`config.mk`:
```
export PLATFORM = sky130hd
export DESIGN_NAME = ahb_bram_ctrl
export DESIGN_NICKNAME = d
export VERILOG_FILES = /design/src/rtl/ahb_bram_ctrl.sv
export SDC_FILE = /design/constraint.sdc
export NUM_CORES = 1
export LEC_CHECK = 0
export BUFFER_PORTS_ARGS = -buffer_cell sky130_fd_sc_hd__buf_2
export CAP_MARGIN = 20
export CORE_ASPECT_RATIO = 0.75
export CORE_UTILIZATION = 38
export CTS_BUF_LIST = sky130_fd_sc_hd__clkbuf_4 sky130_fd_sc_hd__clkbuf_8 sky130_fd_sc_hd__clkbuf_16
export DETAILED_ROUTE_END_ITERATION = 10
export PLACE_DENSITY = 0.81
export SLEW_MARGIN = 20
export SYNTH_ARGS = -nofsm -noshare
export SYNTH_HDL_FRONTEND = slang
export SYNTH_SLANG_ARGS = --single-unit
```
`constraint.sdc`:
```
create_clock -name HCLK -period 2.2 [get_ports HCLK]
set_input_delay 0.22 -clock HCLK [delete_from_list [all_inputs] [get_ports HCLK]]
set_output_delay 0.22 -clock HCLK [all_outputs]
set_load 0.02 [all_outputs]
```
`src/rtl/ahb_bram_ctrl.sv`:
```
// AHB-Lite slave driving port A of a byte-lane block RAM.
// Zero-wait-state reads and writes; a read that lands on a pending write data phase gets one wait state.
module ahb_bram_ctrl #(
    parameter int ADDR_WIDTH = 14
) (
    input  logic                  HCLK,
    input  logic                  HRESETn,
    input  logic                  HSEL,
    input  logic [1:0]            HTRANS,
    input  logic [2:0]            HSIZE,
    input  logic [3:0]            HPROT,
    input  logic                  HWRITE,
    input  logic [31:0]           HADDR,
    input  logic [31:0]           HWDATA,
    input  logic                  HREADY,
    output logic                  HREADYOUT,
    output logic [31:0]           HRDATA,
    output logic                  HRESP,
    output logic [ADDR_WIDTH-1:0] BRAM_ADDR,
    output logic [31:0]           BRAM_WDATA,
    output logic [3:0]            BRAM_WE,
    input  logic [31:0]           BRAM_RDATA
);

    typedef enum logic [1:0] {
        S_IDLE   = 2'd0,
        S_WDATA  = 2'd1,
        S_RDATA  = 2'd2,
        S_RSTALL = 2'd3
    } state_t;

    state_t                r_state;
    state_t                w_next;
    logic [ADDR_WIDTH-1:0] r_waddr;
    logic [ADDR_WIDTH-1:0] r_raddr;
    logic [3:0]            r_wmask;

    logic                  w_accept;
    logic                  w_ready;
    logic [3:0]            w_mask;
    logic [ADDR_WIDTH-1:0] w_haddr;
    logic                  w_unused;

    assign w_accept = HSEL & HTRANS[1] & HREADY;
    assign w_haddr  = HADDR[ADDR_WIDTH+1:2];
    assign w_ready  = (r_state != S_RSTALL);
    assign w_unused = ^{HPROT, HTRANS[0], HADDR[31:ADDR_WIDTH+2]};

    // Misaligned low address bits are simply ignored for halfword/word sizes
    always_comb begin
        w_mask = 4'b0000;
        case (HSIZE)
            3'd0:    w_mask = 4'b0001 << HADDR[1:0];
            3'd1:    w_mask = HADDR[1] ? 4'b1100 : 4'b0011;
            3'd2:    w_mask = 4'b1111;
            default: w_mask = 4'b0000;
        endcase
    end

    always_comb begin
        w_next = S_IDLE;
        if (r_state == S_RSTALL) begin
            w_next = S_RDATA;
        end else if (w_accept && HWRITE) begin
            w_next = S_WDATA;
        end else if (w_accept && (r_state == S_WDATA)) begin
            w_next = S_RSTALL;
        end else if (w_accept) begin
            w_next = S_RDATA;
        end
    end

    always_ff @(posedge HCLK or negedge HRESETn) begin
        if (!HRESETn) begin
            r_state <= S_IDLE;
            r_waddr <= '0;
            r_raddr <= '0;
            r_wmask <= 4'b0000;
        end else begin
            r_state <= w_next;
            if (w_ready && w_accept && HWRITE) begin
                r_waddr <= w_haddr;
                r_wmask <= w_mask;
            end
            if (w_next == S_RSTALL) begin
                r_raddr <= w_haddr;
            end
        end
    end

    // The RAM port follows the bus address unless a write or a deferred read owns it
    always_comb begin
        HREADYOUT = 1'b1;
        HRDATA    = 32'h0;
        BRAM_ADDR = w_haddr;
        BRAM_WE   = 4'b0000;
        case (r_state)
            S_WDATA: begin
                BRAM_ADDR = r_waddr;
                BRAM_WE   = r_wmask;
            end
            S_RDATA: begin
                HRDATA = BRAM_RDATA;
            end
            S_RSTALL: begin
                BRAM_ADDR = r_raddr;
                HREADYOUT = 1'b0;
            end
            default: begin
                HREADYOUT = 1'b1;
            end
        endcase
    end

    assign BRAM_WDATA = HWDATA;
    assign HRESP      = 1'b0;

endmodule

```
[Word level (Yosys, flattened, before mapping)]
Index checks and enable logic that the tools add are counted.
Cells by class
  equality and inequality tests: 7
  shifts and indexed selects: 1
  mux-type cells: 10
  bitwise logic cells: 2
  reductions and logical operators: 5
Operators with widths (number)
  32-bit two-way mux: 1
  14-bit case mux with 2 select lines: 1
  4-bit case mux with 3 select lines: 1
  2-bit two-way mux: 4
  4-bit two-way mux: 2
  2-bit == test (second input constant): 3
  1-bit logical AND: 4
  1-bit by 2-bit left shift with 4-bit output (first input constant): 1
  3-bit by 1-bit == test with 1-bit output (second input constant): 1
  3-bit by 2-bit == test with 1-bit output (second input constant): 1
  3-bit logical NOT: 1
  1-bit AND: 2
  2-bit by 1-bit == test with 1-bit output (second input constant): 1
  2-bit != test (second input constant): 1
  1-bit two-way mux: 1
Word-level totals
  register bits after elaboration: 34
  input bits: 110
  output and inout port bits: 84

[Logic depth before layout (Yosys ltp)]
Gate-level depths: netlist (run 1).
  depth after elaboration: 7
  mapped depth: 6
  depth with buffers taken out: 3

[Least setup slack after synthesis (run 1)]
OpenSTA, ideal clock, no wires.
  path kind: register to register
  start point: reg r_state[1]
  end point: reg r_waddr[10]
  arrival time: 1455 ps
  required time: 2075 ps
  slack: 620 ps
  cell stages (with the launch flop): 7
  buffers on the path: 3
  period minus slack after synthesis: 1580 ps
  cell sequence: dfrtp_1 -> buf_4 -> a21bo_1 -> or2_1 -> buf_6 -> buf_12 -> mux2_4
Between the ends
  longest elaborated chain between the ends: 3
Ends and longest elaborated chain
  start, declared: RTL line 32  | state_t r_state;
  start signal, assigned: RTL line 80  | r_state <= w_next;
  2-bit != test: RTL line 46  | assign w_ready = (r_state != S_RSTALL);
  1-bit logical AND (2 in series): RTL line 81  | if (w_ready && w_accept && HWRITE) begin
  end signal, assigned: RTL line 82  | r_waddr <= w_haddr;
  end, declared: RTL line 34  | logic [ADDR_WIDTH-1:0] r_waddr;
Every way passes these cells.
A chain may end at the register's enable or synchronous reset.

[Worst setup path in the final report (run 1)]
  start point: reg r_state[1]
  end point: out HRDATA[6]
Between the ends
  longest elaborated chain between the ends: 2
Ends and longest elaborated chain
  2-bit == test: RTL line 97  | case (r_state)
  32-bit two-way mux: RTL line 97
  end, declared: RTL line 17  | output logic [31:0] HRDATA,
Every way passes these cells.

==> results of run 1 <==
-- per-stage QoR --
| step | util | area, um^2 | cells | power [mW] |
|---|---|---|---|---|
| after floorplan | - | 2190 | 212 | 1.08 |
| after global placement | 0.467 | 2540 | 356 | 1.11 |
| after CTS | 0.488 | 2650 | 363 | 1.72 |
| after global routing | 0.488 | 2650 | 363 | 1.79 |
| after detailed placement | 0.467 | 2540 | 356 | 1.13 |
| final | 0.488 | 2650 | 363 | 1.69 |
-- synthesized netlist by cell type --
| cell type | count | area (um^2) |
|---|---|---|
| sky130_fd_sc_hd__mux2_4 | 8 | 120 |
| sky130_fd_sc_hd__buf_2 | 1 | 5.00 |
| sky130_fd_sc_hd__or2_1 | 1 | 6.26 |
| sky130_fd_sc_hd__a21bo_1 | 1 | 10.0 |
| sky130_fd_sc_hd__mux2i_1 | 14 | 140 |
| sky130_fd_sc_hd__conb_1 | 1 | 3.75 |
| sky130_fd_sc_hd__nand2_1 | 1 | 3.75 |
| sky130_fd_sc_hd__a21o_1 | 1 | 7.51 |
| sky130_fd_sc_hd__and2_1 | 36 | 225 |
| sky130_fd_sc_hd__clkbuf_1 | 6 | 22.5 |
| sky130_fd_sc_hd__nand2b_1 | 1 | 6.26 |
| sky130_fd_sc_hd__buf_12 | 1 | 20.0 |
| sky130_fd_sc_hd__nand3_1 | 1 | 5.00 |
| sky130_fd_sc_hd__nor2_1 | 15 | 56.3 |
| sky130_fd_sc_hd__mux2_2 | 22 | 248 |
| sky130_fd_sc_hd__o21bai_1 | 1 | 7.51 |
| sky130_fd_sc_hd__buf_4 | 35 | 263 |
| sky130_fd_sc_hd__a21oi_1 | 19 | 95.1 |
| sky130_fd_sc_hd__nor4_4 | 1 | 21.3 |
| sky130_fd_sc_hd__buf_6 | 1 | 11.3 |
| sky130_fd_sc_hd__inv_1 | 3 | 11.3 |
| sky130_fd_sc_hd__dfrtp_1 | 34 | 851 |
| sky130_fd_sc_hd__nor2b_1 | 2 | 12.5 |
| sky130_fd_sc_hd__o31ai_1 | 2 | 15.0 |
| sky130_fd_sc_hd__o21ai_0 | 4 | 20.0 |
-- state kept, by name (all words and copies together), names as in the netlist --
name / count
r_raddr: 14
r_waddr: 14
r_wmask: 4
r_state: 2
-- final cells by class --
| class | instances | share of cell area |
|---|---|---|
| Timing Repair Buffer | 113 | 0.219 |
| Inverter | 3 | 0.00425 |
| Clock buffer | 6 | 0.0311 |
| Tap cell | 75 | 0.0354 |
| Sequential cell | 34 | 0.321 |
| Clock inverter | 1 | 0.0113 |
| Multi-Input combinational cell | 131 | 0.378 |
-- layer usage --
layer,vias to the layer above,wire [um],track usage
met5,-,0,0
met4,0,40,0.0476
met2,76,2450,0.299
li1,823,-,-
met1,797,2060,0.188
met3,5,550,0.0733
-- path summary, 6_finish.rpt --
check / from / to / slack [ps] / cells after the start
setup / recovery: r_state[1]$_DFF_PN0_ / HRDATA[6] / 270 / 5
hold / removal: HRESETn / r_waddr[0]$_DFFE_PN0P_ / -6 / 1
setup reg to reg: r_state[0]$_DFF_PN0_ / r_raddr[12]$_DFFE_PN0N_ / 380 / 5
hold reg to reg: r_wmask[3]$_DFFE_PN0P_ / r_wmask[3]$_DFFE_PN0P_ / 500 / 1
max in group asynchronous: HRESETn / r_wmask[0]$_DFFE_PN0P_ / 1730 / 1
min in group HCLK: HADDR[7] / r_waddr[5]$_DFFE_PN0P_ / 190 / 2
-- kinds of logic after synthesis --
family / after synthesis / share of synthesized area
simple gates: 58 / 0.154
mux: 44 / 0.232
buf+inv: 47 / 0.152
flops: 34 / 0.389
other cells: 1 / 0.00171
compound gates: 28 / 0.0709
-- cell usage in the layout, fill, tap and decap left out, drive strengths merged --
master and count:
buf 113, and2 36, dfrtp 34, mux2 30, a21oi 19, nor2 15, mux2i 14, clkbuf 6
o21ai 4, inv 3, nor2b 2, o31ai 2, nand2 1, nand3 1, nor4 1, a21bo 1
or2 1, a21o 1, nand2b 1, o21bai 1, conb 1, bufinv 1
-- worst reg2reg max path: stages (launching register included) --
cell,delay [ps]
sky130_fd_sc_hd__dfrtp_1,350
sky130_fd_sc_hd__buf_4,320
sky130_fd_sc_hd__inv_1,140
sky130_fd_sc_hd__nor4_4,300
sky130_fd_sc_hd__buf_4,250
sky130_fd_sc_hd__mux2_2,360
-- power breakdown --
group | internal [mW] | switching (mW) | total (mW)
Clock | 0.362 | 0.213 | 0.575
Sequential | 0.720 | 0.0473 | 0.767
Combinational | 0.186 | 0.160 | 0.346
==> flow_summary.ini, run 1 <==
[run_status]
status = finished with violations
failed_checks = negative hold slack

[critical_path]
critPathMostFrequentCell = sky130_fd_sc_hd__buf_4
crit_fanout = 32
critical_path.startpoint_type = flop
timing.critical_path.slowest_stage_cell = sky130_fd_sc_hd__dfrtp_1
worst-setup-path-type = reg -> out
critical-path-top-delay-family = buffers and inverters
timing.critical_path.arrival_ps = 1710
cpPeakStageDelay_ps = 340
worst_ep_required_time_ps = 1980
path_cells = buf_4, nor2b_1, buf_4, and2_1, buf_2
worst-path-buf-inv = 3
setup.worst_path.end_class = primary output

[cts]
cts_hold_buffers = 0
cts_tree = built
post_cts_resize_count = 0
cts_clock_pin_slew_for_the_worst_setup_and_hold_paths_ps = 70
htree_num_levels = 2
cts.repair_timing.setup_buffer_count = 0
clk-insertion-delay-late_ps = 290
cts_max_path_buffers = 2
clock_tree.root_cell = sky130_fd_sc_hd__clkbuf_8
tritoncts.num_buffers = 5
cts_sinks = 34

[synthesis]
synth_sequential_area_ratio = 0.389
postSynthNetCount = 322
netlist_instances = 212
synthesis.area_per_instance_um2 = 10.3
yosysUniqueCellTypes = 25
synth.ff_latch_count = 34
syn_area_mm2 = 0.00219
synth.yosys.warnings = 0

[sta]
finalMaxSlewViolations = 0
setup_viol = 0
fin_ws_ps = 273
number_of_hold_violations_in_the_final_report = 7
rsz0062_at_grt = false
timing_worst_slew_pin_value_ps = 992
whs_ps = -6.29
worst_case_clock_skew_ps = 5.79
period_share = 0.876
final_period_minus_worst_setup_slack_ps = 1930
relative_max_transition_margin = 0.339
timing.setup.tns_ps = 0
maxClockFrequency_mhz = 519

[cells_and_area]
layout-area-overhead-vs-synth_pct = 21.3
sequential_cell_area_um2 = 851
multi_input_gate_area_mm2 = 0.00100
total_number_of_nets_in_the_final_design = 398
ratio_of_cells_with_drive_above_1_in_the_final_layout = 0.524
fillers = 522
diodes = 0

[place]
post-place-ws_ps = 305
gp_routability_congestion = 0.769
final_hpwl_dp_mm = 3.86
buffer_ports.inserted = 107

[global_route]
grt_start_max_net_pins = 35
wire_length_of_the_first_global_routing_pass_mm = 7.61
grt_pass1_vias = 1662
track_usage = 0.170
grt_remaining_overflow = 0
antenna_found_initial = 0

[power]
power.density_cell_area_mw_per_mm2 = 636
cellLeakagePower_nw = 1.44
worst_ir_drop_vdd_v = 0.000315

[floorplanning]
io_pins = 194
die_w_um = 89.6
num_rows = 23
die_h_um = 67.7
design.die.area_mm2 = 0.00607
initial_core_util = 0.402
fp.coreArea_mm2 = 0.00544

[routing]
initialDrtViolationCount = 37
avgRoutedWirePerCell_um = 14.1
route.final.wire_length_mm = 5.11
dr_total_vias = 1701
routed_via_density = 4.69
postRouteAntennaNets = 0
drt_pre_antenna_iters = 4
drc = 0

[worst_hold_path]
hold_path_class = in -> async

[run]
cap_viol_max_count = 0
Note: power is estimated with default switching activity, not from simulation.
==> inputs of run 2 (changes only) <==
--- a/config.mk
+++ b/config.mk
@@ -7,11 +7,13 @@
 export LEC_CHECK = 0
 export BUFFER_PORTS_ARGS = -buffer_cell sky130_fd_sc_hd__buf_2
 export CAP_MARGIN = 20
+export CELL_PAD_IN_SITES_DETAIL_PLACEMENT = 2
+export CELL_PAD_IN_SITES_GLOBAL_PLACEMENT = 2
 export CORE_ASPECT_RATIO = 0.75
-export CORE_UTILIZATION = 38
+export CORE_UTILIZATION = 19
 export CTS_BUF_LIST = sky130_fd_sc_hd__clkbuf_4 sky130_fd_sc_hd__clkbuf_8 sky130_fd_sc_hd__clkbuf_16
 export DETAILED_ROUTE_END_ITERATION = 10
-export PLACE_DENSITY = 0.81
+export PLACE_DENSITY_LB_ADDON = 0.1
 export SLEW_MARGIN = 20
 export SYNTH_ARGS = -nofsm -noshare
 export SYNTH_HDL_FRONTEND = slang
==> run 2 against run 1 <==
Against the previous run:
- clock-buffer cell count rose by 1
- the flow now finishes without violations
- largest cell class unchanged
- final cell count rose by 19%
- global-route usage is 6.8 points lower
- critical path depth shrank 1
==> flow_summary.ini, run 2 (synthesized netlist as in run 1, its figures left out) <==
[power]
power_switching_uw = 471
internal_power_mw = 1.37
overall_power_of_the_completed_layout_mw = 1.84
power_frac_clock = 0.391
seqPwrFrac = 0.419
power.density_cell_area_mw_per_mm2 = 661
worst_ir_drop_vdd_v = 0.000237
switching_share = 0.256
cellLeakagePower_nw = 1.46
comb_pwr_share = 0.190

[floorplanning]
io_pins = 194
num_rows = 33
design.die.area_mm2 = 0.0119
initial_core_util = 0.198
die_w_um = 126
die_h_um = 94.9
fp.coreArea_mm2 = 0.0111

[sta]
period_share = 0.897
maxClockFrequency_mhz = 507
relative_max_transition_margin = 0.455
number_of_hold_violations_in_the_final_report = 0
setup_viol = 0
final_period_minus_worst_setup_slack_ps = 1970
finalMaxSlewViolations = 0
rsz0062_at_grt = false
worst_case_clock_skew_ps = 4.46
timing.setup.tns_ps = 0
timing_worst_slew_pin_value_ps = 817

[critical_path]
worstReg2RegStart = r_state[1]$_DFF_PN0_
rr_worst_depth = 3
cpPeakStageDelay_ps = 410
setup.worst_path.end_class = primary output
slack_of_the_worst_reg_to_reg_path_ps = 510
r2r-end = r_raddr[2]$_DFFE_PN0N_
path_cells = buf_4, nor2b_1, and2_1, buf_2
crit_fanout = 31
critical_path.startpoint_type = flop
timing.critical_path.arrival_ps = 1750
worst_ep_required_time_ps = 1980
timing.critical_path.slowest_stage_cell = sky130_fd_sc_hd__nor2b_1
worst-setup-path-type = reg -> out

[run]
cap_viol_max_count = 0

[cells_and_area]
total_number_of_nets_in_the_final_design = 399
layoutNonFillerInstCount = 431
leading_cell_type_in_the_layout_fill_and_taps_excluded = sky130_fd_sc_hd__buf_2
layout_top_registers = r_raddr: 14 flops, r_waddr: 14 flops, r_wmask: 4 flops
most-common-layout-cells = sky130_fd_sc_hd__buf_2, sky130_fd_sc_hd__and2_1, sky130_fd_sc_hd__dfrtp_1, sky130_fd_sc_hd__mux2_2, sky130_fd_sc_hd__a21oi_1
layout-area-overhead-vs-synth_pct = 27.2
ratio_of_cells_with_drive_above_1_in_the_final_layout = 0.528
fillers = 1264

[cts]
htree_num_levels = 2
clock_tree.root_cell = sky130_fd_sc_hd__clkbuf_16
cts_max_path_buffers = 2
cts_sinks = 34
clk-insertion-delay-late_ps = 270
cts_clock_pin_slew_for_the_worst_setup_and_hold_paths_ps = 50
cts_tree = built
tritoncts.num_buffers = 5
cts.repair_timing.setup_buffer_count = 0
cts_hold_buffers = 0
post_cts_resize_count = 0

[routing]
dr_total_vias = 1745
route.final.wire_length_mm = 6.17
routed_via_density = 4.05
drc = 0
drt_pre_antenna_iters = 4
postRouteAntennaNets = 0
avgRoutedWirePerCell_um = 14.3
initialDrtViolationCount = 34

[place]
cells_after_dpl = 422
buffer_ports.inserted = 107
gp_routability_congestion = 0.644
final_hpwl_dp_mm = 4.62

[global_route]
grt_start_max_net_pins = 35
antenna_found_initial = 1
grt_remaining_overflow = 0
grt_pass1_vias = 1780
track_usage = 0.103
wire_length_of_the_first_global_routing_pass_mm = 9.58

[run_status]
status = finished, final reports clean

[worst_hold_path]
hold_path_class = in -> async
[run 2: cell count changes in the layout (fill, tap and decap cells not counted)]
cell,change
sky130_fd_sc_hd__clkbuf_16,+5
sky130_fd_sc_hd__clkbuf_8,-5
sky130_fd_sc_hd__buf_4,+1
sky130_fd_sc_hd__bufinv_16,-1
sky130_fd_sc_hd__clkbuf_4,+1
sky130_fd_sc_hd__clkinv_2,+1
sky130_fd_sc_hd__diode_2,+1
[run 2: worst max-delay path: cells and delay by family (launching register included)]
family	cells	cell delay [ps]
simple gates	2	610
buf+inv	2	500
flops	1	370
[run 2: power by group through the flow]
stage | Sequential, mW | Combinational [mW] | Clock, mW
finish | 0.770 | 0.349 | 0.720
global route | 0.782 | 0.391 | 0.774
CTS | 0.771 | 0.359 | 0.752
detailed placement | 0.779 | 0.359 | 0
global placement | 0.778 | 0.354 | 0
floorplan | 0.763 | 0.319 | 0
[run 2: final cells by class]
type	instances	area [um^2]	area share
repair buffers	114	588	0.211
flip-flops and latches	34	851	0.306
inverters	3	11.3	0.00405
diodes	1	2.50	0.000899
well taps	140	175	0.0629
clock buffers	7	146	0.0526
clock inverters	1	5.00	0.00180
multi-input cells	131	1000	0.361
[run 2: worst max-delay path by stage]
stage	start	to	slack, ps	depth (start not counted)
detailed placement	r_state[1]$_DFF_PN0_	r_raddr[12]$_DFFE_PN0N_	480	3
floorplan	r_state[1]$_DFF_PN0_	r_waddr[10]$_DFFE_PN0P_	620	6
CTS	r_state[0]$_DFF_PN0_	BRAM_WE[3]	190	4
finish	r_state[0]$_DFF_PN0_	BRAM_WE[3]	230	4
global route	r_state[0]$_DFF_PN0_	BRAM_WE[0]	60	4
global placement	r_state[1]$_DFF_PN0_	r_raddr[12]$_DFFE_PN0N_	480	3
[run 2: metrics by stage]
stage / hold WS (ps) / area [um^2] / util / setup WS (ps)
2_1_floorplan: -75.6 / 2190 / - / 620
3_3_place_gp: 382 / 2630 / 0.238 / 482
3_5_place_dp: 369 / 2630 / 0.238 / 484
4_1_cts: 79.2 / 2780 / 0.251 / 188
5_1_grt: 121 / 2780 / 0.251 / 63.0
6_report: 38.6 / 2780 / 0.251 / 227
[run 2: layer usage]
layer	vias to the layer above	wire [um]	share of wire	GRT usage
li1	829	-	-	-
met1	838	2910	0.47	0.135
met2	72	2810	0.46	0.163
met3	6	405	0.066	0.0317
met4	0	41	0.0066	0.0251
met5	-	0	0	0
